### config.mk
export PLATFORM = sky130hd
export DESIGN_NAME = cpu_ad48_csr_file
export DESIGN_NICKNAME = d
export VERILOG_FILES = /design/src/rtl/cpu_ad48_csr_file.sv
export SDC_FILE = /design/constraint.sdc
export NUM_CORES = 1
export LEC_CHECK = 0
export CAP_MARGIN = 10
export CORE_ASPECT_RATIO = 1.4
export CORE_MARGIN = 2
export CORE_UTILIZATION = 51
export DETAILED_ROUTE_END_ITERATION = 8
export PLACE_DENSITY = 0.81
export SYNTH_ARGS = -nofsm -noshare
export SYNTH_HDL_FRONTEND = slang
export SYNTH_SLANG_ARGS = --single-unit
### constraint.sdc
create_clock -name clk -period 3.2 [get_ports clk]
set_clock_uncertainty 0.15 [all_clocks]
set_input_delay 0.32 -clock clk [delete_from_list [all_inputs] [get_ports clk]]
set_output_delay 0.32 -clock clk [all_outputs]
set_load 0.05 [all_outputs]
### src/rtl/cpu_ad48_csr_file.sv
// cpu_ad48_csr_file: control/status register file for the cpu_ad48 core.
// Holds STATUS, SCRATCH, CYCLE and INSTRET. It consumes decoded CSR requests
// (R / RW / RS / RC) and returns the pre-update CSR value one cycle later.
//
// Handshake: req_valid has no ready. A request is accepted on every rising
// edge where req_valid=1 and resetn=1, back-to-back every cycle allowed.
// resp_valid pulses exactly one cycle after each accepted request.
// resp_rdata/resp_illegal are qualified by resp_valid and hold while it is low.
module cpu_ad48_csr_file #(
    parameter int              XLEN         = 48,
    parameter logic [11:0]     ADDR_STATUS  = 12'h300,
    parameter logic [11:0]     ADDR_SCRATCH = 12'h340,
    parameter logic [11:0]     ADDR_CYCLE   = 12'hC00,
    parameter logic [11:0]     ADDR_INSTRET = 12'hC02,
    parameter logic [XLEN-1:0] STATUS_RESET = XLEN'(3)
) (
    input  logic            clk,
    input  logic            resetn,
    input  logic            req_valid,
    input  logic [1:0]      req_op,
    input  logic [11:0]     req_addr,
    input  logic [XLEN-1:0] req_wdata,
    input  logic            retire,
    output logic            resp_valid,
    output logic [XLEN-1:0] resp_rdata,
    output logic            resp_illegal,
    output logic [XLEN-1:0] csr_status,
    output logic [1:0]      priv_mode,
    output logic [XLEN-1:0] csr_cycle,
    output logic [XLEN-1:0] csr_instret
);

    localparam logic [1:0] OP_R  = 2'b00;
    localparam logic [1:0] OP_RW = 2'b01;
    localparam logic [1:0] OP_RS = 2'b10;
    localparam logic [1:0] OP_RC = 2'b11;

    logic [XLEN-1:0] status_q;
    logic [XLEN-1:0] scratch_q;
    logic [XLEN-1:0] cycle_q;
    logic [XLEN-1:0] instret_q;

    logic            hit_status;
    logic            hit_scratch;
    logic            hit_cycle;
    logic            hit_instret;
    logic            req_illegal;
    logic            do_write;
    logic [XLEN-1:0] rd_val;
    logic [XLEN-1:0] wr_val;

    assign hit_status  = (req_addr == ADDR_STATUS);
    assign hit_scratch = (req_addr == ADDR_SCRATCH);
    assign hit_cycle   = (req_addr == ADDR_CYCLE);
    assign hit_instret = (req_addr == ADDR_INSTRET);

    // Unknown address, or any modifying op aimed at a read-only counter.
    assign req_illegal = ~(hit_status | hit_scratch | hit_cycle | hit_instret)
                       | ((hit_cycle | hit_instret) & (req_op != OP_R));

    // RS/RC with a zero mask still "write", but the value is unchanged.
    assign do_write = req_valid & ~req_illegal & (req_op != OP_R);

    // Select the current (pre-update) value of the addressed CSR.
    always_comb begin
        rd_val = '0;
        if (hit_status)       rd_val = status_q;
        else if (hit_scratch) rd_val = scratch_q;
        else if (hit_cycle)   rd_val = cycle_q;
        else if (hit_instret) rd_val = instret_q;
    end

    // Compute the post-update value for the writable CSRs.
    always_comb begin
        wr_val = rd_val;
        case (req_op)
            OP_RW:   wr_val = req_wdata;
            OP_RS:   wr_val = rd_val | req_wdata;
            OP_RC:   wr_val = rd_val & ~req_wdata;
            default: wr_val = rd_val;
        endcase
    end

    // CSR state: writable registers plus the two free-running counters.
    always_ff @(posedge clk) begin
        if (!resetn) begin
            status_q  <= STATUS_RESET;
            scratch_q <= '0;
            cycle_q   <= '0;
            instret_q <= '0;
        end else begin
            cycle_q <= cycle_q + XLEN'(1);
            if (retire) instret_q <= instret_q + XLEN'(1);
            if (do_write && hit_status)  status_q  <= wr_val;
            if (do_write && hit_scratch) scratch_q <= wr_val;
        end
    end

    // Response register: one-cycle latency, data held while no response.
    always_ff @(posedge clk) begin
        if (!resetn) begin
            resp_valid   <= 1'b0;
            resp_rdata   <= '0;
            resp_illegal <= 1'b0;
        end else begin
            resp_valid <= req_valid;
            if (req_valid) begin
                resp_rdata   <= req_illegal ? '0 : rd_val;
                resp_illegal <= req_illegal;
            end
        end
    end

    assign csr_status  = status_q;
    assign priv_mode   = status_q[1:0];
    assign csr_cycle   = cycle_q;
    assign csr_instret = instret_q;

endmodule

==> Word level (Yosys, flattened, before mapping) <==
Index checks and enable logic that the tools add are counted.
{ "totals": {"regBits": 242, "latch_bits": 0, "ram_bits": 0, "mem_bits_ro": 0, "inputBits": 66, "out_inout_bits": 196, "elab_cells": 38, "memories": 0} }
{ "op_classes": {"addsub": 2, "mul": 0, "div_mod_pow": 0, "order_cmp": 0, "n_eq_ne": 7, "shifts": 0, "muxes": 6, "n_bitwise": 13, "n_reduce_logical": 3} }
{ "ops": {"columns": ["cell", "n"], "rows": [
  ["$mux 48", 5],
  ["$pmux 48 s3", 1],
  ["$add 48x1->48 const B", 2],
  ["$and 48x48->48", 1],
  ["$not 48->48", 1],
  ["$or 48x48->48", 1],
  ["$eq 12x10->1 const B", 2],
  ["$eq 12x12->1 const B", 2],
  ["$or 1x1->1", 5],
  ["$eq 2x2->1 const B", 2],
  ["$and 1x1->1", 3],
  ["$eq 2x1->1 const B", 1],
  ["$logic_and 1x1->1", 2],
  ["$not 1->1", 2],
  ["$reduce_bool 2->1", 1]
]} }

==> Depth between registers and ports, before layout <==
Gate-level depths: netlist (run 1).
{ "logic_depth": {"word_depth": 10, "mapped_depth": 9, "mapped_depth_nobuf": 6} }

==> Least setup slack after synthesis (run 1) <==
OpenSTA, ideal clock, no wires.
{ "synth_timing": {"path_type": "reg-to-reg", "startpoint": "reg cycle_q[0], in the netlist csr_cycle[0]", "endpoint": "reg cycle_q[38], in the netlist csr_cycle[38]", "setup_time_ns": 0.070, "arrival_time_ns": 2.563, "required_time_ns": 2.980, "setup_slack_ns": 0.416, "path_stages_with_launch": 9, "path_buffers": 2, "path_cell_list": "dfxtp_1 > ha_1 > and3_1 > buf_2 > nand2_2 > or4_1 > clkbuf_1 > or4_1 > a21oi_1"} }
{ "synth_via": {"elab_chain_cells": 1} }
{ "synth_lines": {"columns": ["item", "line_no", "source"], "rows": [
  ["start: declaration", "40", "logic [XLEN-1:0] cycle_q;"],
  ["start signal: assignment", "92", "cycle_q <= cycle_q + XLEN'(1);"],
  ["$add 48x1->48", "92", null]
]} }
Every way passes these cells.
A chain may end at the register's enable or synchronous reset.

==> Worst setup path in the final report (run 1) <==
{ "layout_timing": {"startpoint": "reg cycle_q[0], in the netlist csr_cycle[0]", "endpoint": "reg cycle_q[28], in the netlist csr_cycle[28]"} }
Same word-level chain as after synthesis.

==> results of run 1 <==
## through the flow
stage / hold slack [ps] / setup WS, ps / util, %
5_1_grt: 325 / 151 / 68.1
2_1_floorplan: 266 / 416 / -
6_report: 273 / 307 / 68.1
3_3_place_gp: 312 / 397 / 64.2
3_5_place_dp: 315 / 318 / 64.2
4_1_cts: 255 / 328 / 68.1
## area by class of cell
class                   instances  area (um^2)  area share [%]
clock buffers                  35          723            4.61
multi-input cells             929         6570            41.8
clock inverters                 8          171            1.09
diodes                          3         7.51          0.0478
well taps                     306          383            2.44
repair buffers                295         2920            18.6
inverters                      20         77.6           0.494
flip-flops and latches        242         4840            30.9
## synthesized netlist by cell type, drive strengths merged, types with 16 or more instances
cell / n / area, um^2
buf: 24 / 113
xnor2: 79 / 692
nand2: 64 / 243
clkbuf: 91 / 342
a22o: 48 / 420
mux2: 50 / 563
or4: 18 / 139
a211oi: 47 / 353
o2bb2ai: 92 / 806
mux2i: 16 / 160
nor2: 111 / 417
a21oi: 76 / 380
inv: 19 / 71.3
dfxtp: 242 / 4840
nand3: 48 / 245
nor4: 17 / 113
a32oi: 46 / 403
a22oi: 46 / 345
nand2b: 17 / 106
nor3: 19 / 105
nand4: 23 / 150
## worst paths after layout
check                  from              to  slack, ps  cells past startpoint
max reg2reg    csr_cycle[0]   csr_cycle[28]        310                      6
min             req_addr[6]   csr_status[1]        270                      5
min reg2reg  resp_rdata[41]  resp_rdata[41]        330                      1
max            csr_cycle[0]   csr_cycle[28]        310                      6
## where the power goes
group	leakage [nW]	switching [mW]	internal, mW
clock network	0.440	1.21	1.97
logic	2.76	0.313	0.200
registers	1.95	0.0109	3.02
## layer usage
| metal | vias up | wire length, um | global-route usage, % |
|---|---|---|---|
| li1 | 5352 | - | - |
| met1 | 5634 | 15700 | 38.9 |
| met2 | 609 | 19800 | 54.1 |
| met3 | 135 | 2750 | 4.15 |
| met4 | 0 | 2930 | 22.4 |
| met5 | - | 0 | 0 |
## registers in the layout, indices dropped and copies added, names as in the netlist
name,count
resp_valid,1
csr_instret,48
resp_illegal,1
csr_cycle,48
scratch_q,48
resp_rdata,48
csr_status,48
## cell families (layout without fill, tap and decap cells)
logic type,count (synthesis),count (layout),share of synthesized area (%)
AOI/OAI and AO/OA,397,397,25.4
and+or+nand+nor,371,371,16.1
xor gates and xnor gates,93,93,6.87
buffers and inverters,135,358,4.46
adders and majority gates,2,2,0.211
DFF,242,242,40.9
muxes,66,66,6.10
other,0,3,0
## cell usage in the layout, fill, tap and decap left out, types with 16 or more instances in the layout
master / instances
a32oi_1: 46
or4_1: 17
a21oi_1: 76
a211oi_1: 47
clkdlybuf4s50_1: 257
buf_4: 28
nand3_1: 47
nand2b_1: 17
nand2_1: 63
clkbuf_16: 25
a22oi_1: 46
inv_1: 18
dfxtp_1: 242
xnor2_1: 79
a22o_1: 48
mux2i_1: 16
nor2_1: 109
nor3_1: 17
nand4_1: 22
o2bb2ai_1: 92
mux2_2: 50
## worst reg2reg max path, stage by stage, from the launching register on
cell and delay [ps]:
dfxtp_1 440, ha_1 210, and3_1 320, nand2_2 140
or4_1 830, or4_1 580, a21oi_1 160
==> summary.txt, run 1 <==
Async SR Flop Fraction: 0%
GRT Residual Overflow: 0
Seq/Total Area, Yosys: 40.9%
Post CTS Setup Buffer Count: 0
Lkg Pwr: 5.15 nW
Port Buf Inserts: 261
Final GP Congestion: 0.897
Gate Count Post-Synth: 1306
Final Power: 6.73 mW
Non-Filler Instances: 1838
WS Path Type: reg2reg
Worst path slowest cell: or4_1
core area: 0.0230 mm^2
Post-synth EDFFs: 0
full die area: 0.0245 mm^2
post-placement cell count: 1792
synth warn: 0
top_reg_cell synth: dfxtp_1
Detailed Routing Iterations Pass 1: 5
Inserted Clock Buffers: 24
post-DP HPWL: 27.8 mm
Final Instance Area: 0.0157 mm^2
final WL: 41.1 mm
Worst path max stage delay: 830 ps
crit path buf inv count: 0
MaxCap Viol Count: 0
final hold vios: 0
vias per inst: 6.38
first-pass GRT wire length: 63.2 mm
Placed Instance Area: 0.0148 mm^2
htree depth: 1
PD cells: 428 mW/mm^2
clock-pin slew on the worst setup and hold paths: 70 ps
worst-path cell chain: ha_1, and3_1, nand2_2, or4_1, or4_1, a21oi_1
fill count: 1800
final antenna-violating net count: 0
fin crit period: 2890 ps
Max Clk Rate: 346 MHz
Worst Path Arrival: 3180 ps
clock tree root driver cell: clkbuf_16
io pins: 262
final setup vio count: 0
Starting Density: 51.4%
largest net degree at the start of global routing: 55
Rel. slew slack: 38.9%
status: completed
most frequent CP cell: or4_1
GRT Util Overall: 32.4%
CP Launch Type: flop
Via Count: 11730
Routed WL per cell: 22.4 um
vias in the first global route: 11240
Syn Std Cell Area: 0.0119 mm^2
clock latency on the worst-skew pair: 520 ps
Post-CTS Resized: 0
Final Max Tran Viols: 0
Worst-Margin Slew: 916 ps
Setup TNS: 0 ps
Final Cycle Share: 90.4%
maximum VDD drop: 0.418 mV
CP Data Required Time: 3490 ps
Area Growth Syn to Fin: 32.4%
syn avg cell area: 9.08 um^2
CTS Hold Buffers Added: 0
syn nets: 1374
RSZ-0062 raised after global routing: no
antenna violations before repair: 3
post-synth cell types: 54
layout cells sized above 1: 9.42%
Starting DRT DRC Count: 927
die extent in y: 184 um
Worst Hold Class: in2reg
# nets final: 1580
# rows: 66
die width: 133 um
Crit path max-delay family: simple AND/OR/NAND/NOR gates
Residual DRC: 0
clk buf depth: 3
TritonCTS clock tree: done
worst-path maximum fanout: 18
# clock sinks: 242
CP Capture Type: flop
Synth Register Bits: 242
No activity file was read; power rests on OpenSTA's default activity.
==> run 2: changes to the inputs <==
CTS_CLUSTER_SIZE = 28   (was unset)
==> results of run 2 <==
Same layout as run 1: the final DEF is identical, and so are final timing and power.
==> variant (config.mk and constraints of run 1) <==
Put one more register stage on the output `csr_status`, cleared by the reset. The value now appears one clock later. The other outputs are not delayed to match.
--- a/src/rtl/cpu_ad48_csr_file.sv
+++ b/src/rtl/cpu_ad48_csr_file.sv
@@ -112,5 +112,11 @@
     end
 
-    assign csr_status  = status_q;
+    always_ff @(posedge clk) begin
+        if (!resetn) begin
+            csr_status <= '0;
+        end else begin
+            csr_status <= status_q;
+        end
+    end
     assign priv_mode   = status_q[1:0];
     assign csr_cycle   = cycle_q;
Function: changed (Yosys sat finds a counterexample within 4 cycles, from zero or initial values and one cycle with resetn low).
==> variant against run 1 <==
Area after synthesis increased by 20%; routed wire length increased by 17%; power increased by 15%; sequential cell count increased by 48; setup slack improved by 0.23 ns; design area increased by 16%; utilization decreased by 2.0 points.
==> variant: results (changes against run 1) <==
The flow ran to the end, and the final reports show no timing, DRC or antenna violations. The last weighted congestion value of the routability-driven placer came out at 0.921 (+2.7%). The pin count of the biggest net entering global routing is 57 (+3.6%). The sequential element share of the synthesized area was 0.407 (-0.00172). The register-to-register setup slack is 0.54 ns (+0.23 ns). The fraction of area in clock buffers and inverters came to 0.0541 (-0.00288).

The global-route wire length before repair came out at 74.2 mm (+17%). The number of global-route vias before repair is 13,600 (+21%). The cell count after synthesis came out at 1,648 (+26%).

The worst slew margin relative to its limit was 0.573 (+0.183). The detail-routed net length per standard cell was 21.4 um (-4.5%). The post-synth net total is 1,716 (+25%). The number of clock buffer instances in the layout is 40 (+14%).

The number of flip-flops and latches came to 290 (+20%). The met3 wire length is 3.59 mm (+31%). The routed metal-1 wirelength came to 17.5 mm (+12%).

The clock insertion delay at the later pin of the skew report came out at 0.55 ns (+0.03 ns). The final wirelength came out at 48.1 mm (+17%). The critical path's slowest cell is or3_1. The worst hold slack across all endpoints came out at 0.169 ns (-0.104 ns). Sorting the synthesized cells by area gives the leading types as dfxtp_1 41%, nand2_1 7.3%, mux2i_1 7.1%, a2bb2oi_1 5.2%, o21ai_1 3.8%. The count of routing violations after the opening detailed-route iteration came out at 1,254 (+35%). The number of nets in the finished design is 1,924 (+22%). The global router's overall resource usage came out at 0.313 (-0.0115). The multi-input logic portion of the cell area came out at 0.436 (+0.0179). The final antenna diode count was 2 (-1). The final-layout non-clock buffer area share is 0.163 (-0.0228).

The count of inverters other than clock inverters in the layout came to 9 (-55%). The post-detailed-placement half-perimeter wirelength is 32.4 mm (+17%). The detailed-route vias per instance came to 6.20 (-2.8%). The initial antenna violation count came out at 1 (-2). The total CTS buffers came to 29 (+21%). The count of cell types in the netlist came out at 52 (-3.7%). The path category of the worst min-delay check is primary input to flop. The non-clock buffer total of the final layout is 306 (+3.7%). The standby leakage power came to 6.19 nW (+20%).

The worst IR drop on VDD came out at 0.000388 V (-7.0%). The multi-input combinational cell count came out at 1,220 (+31%). The sequential share of cell area was 0.319 (+0.0100). The share of cells above drive strength 1 was 0.0741 (-0.0201). The highest cell delay on the worst timing path came out at 0.51 ns (-0.32 ns).
## variant: changes by cell type in the layout (fill, tap and decap cells not counted), moves of 48 or more
cell,before,now
a22o_1,48,0
a2bb2oi_1,0,85
and2_1,3,55
dfxtp_1,242,290
mux2_2,50,0
mux2i_1,16,101
nand2_1,63,274
nor2_1,109,61
o21ai_0,13,66
o21ai_1,0,109
o2bb2ai_1,92,0
## variant: through the flow
step           setup slack [ns]  area (um2)
2_1_floorplan             0.748       14300
3_3_place_gp              0.445       17200
3_5_place_dp              0.378       17200
4_1_cts                   0.586       18200
5_1_grt                   0.386       18200
6_report                  0.537       18200
## variant: routing by layer
metal,track usage,vias to the layer above
li1,-,6376
met1,0.363,6611
met2,0.526,780
met3,0.0341,188
met4,0.245,0
met5,0,-
## variant: final timing paths
kind              depth (start not counted)            end     startpoint
hold / removal                            4   status_q[22]      req_op[1]
setup reg to reg                          6  csr_cycle[42]   csr_cycle[0]
hold reg to reg                           2  resp_rdata[4]  resp_rdata[4]
setup / recovery                          6  csr_cycle[42]   csr_cycle[0]
## variant: power breakdown
group | internal, mW | switching (mW) | total, mW
clock network | 2.08 | 1.48 | 3.56
logic | 0.220 | 0.357 | 0.578
registers | 3.62 | 0.0122 | 3.63
## variant: kinds of logic (layout without fill, tap and decap cells)
| kind of cell | after synthesis | after routing | share of synthesized area |
|---|---|---|---|
| buffers and inverters | 138 | 367 | 0.0405 |
| adders and majority gates | 2 | 2 | 0.00175 |
| other | 0 | 2 | 0 |
| muxes | 101 | 101 | 0.0709 |
| xor gates and xnor gates | 93 | 93 | 0.0571 |
| AOI/OAI and AO/OA | 466 | 466 | 0.233 |
| DFF | 290 | 290 | 0.407 |
| and+or+nand+nor | 558 | 558 | 0.189 |
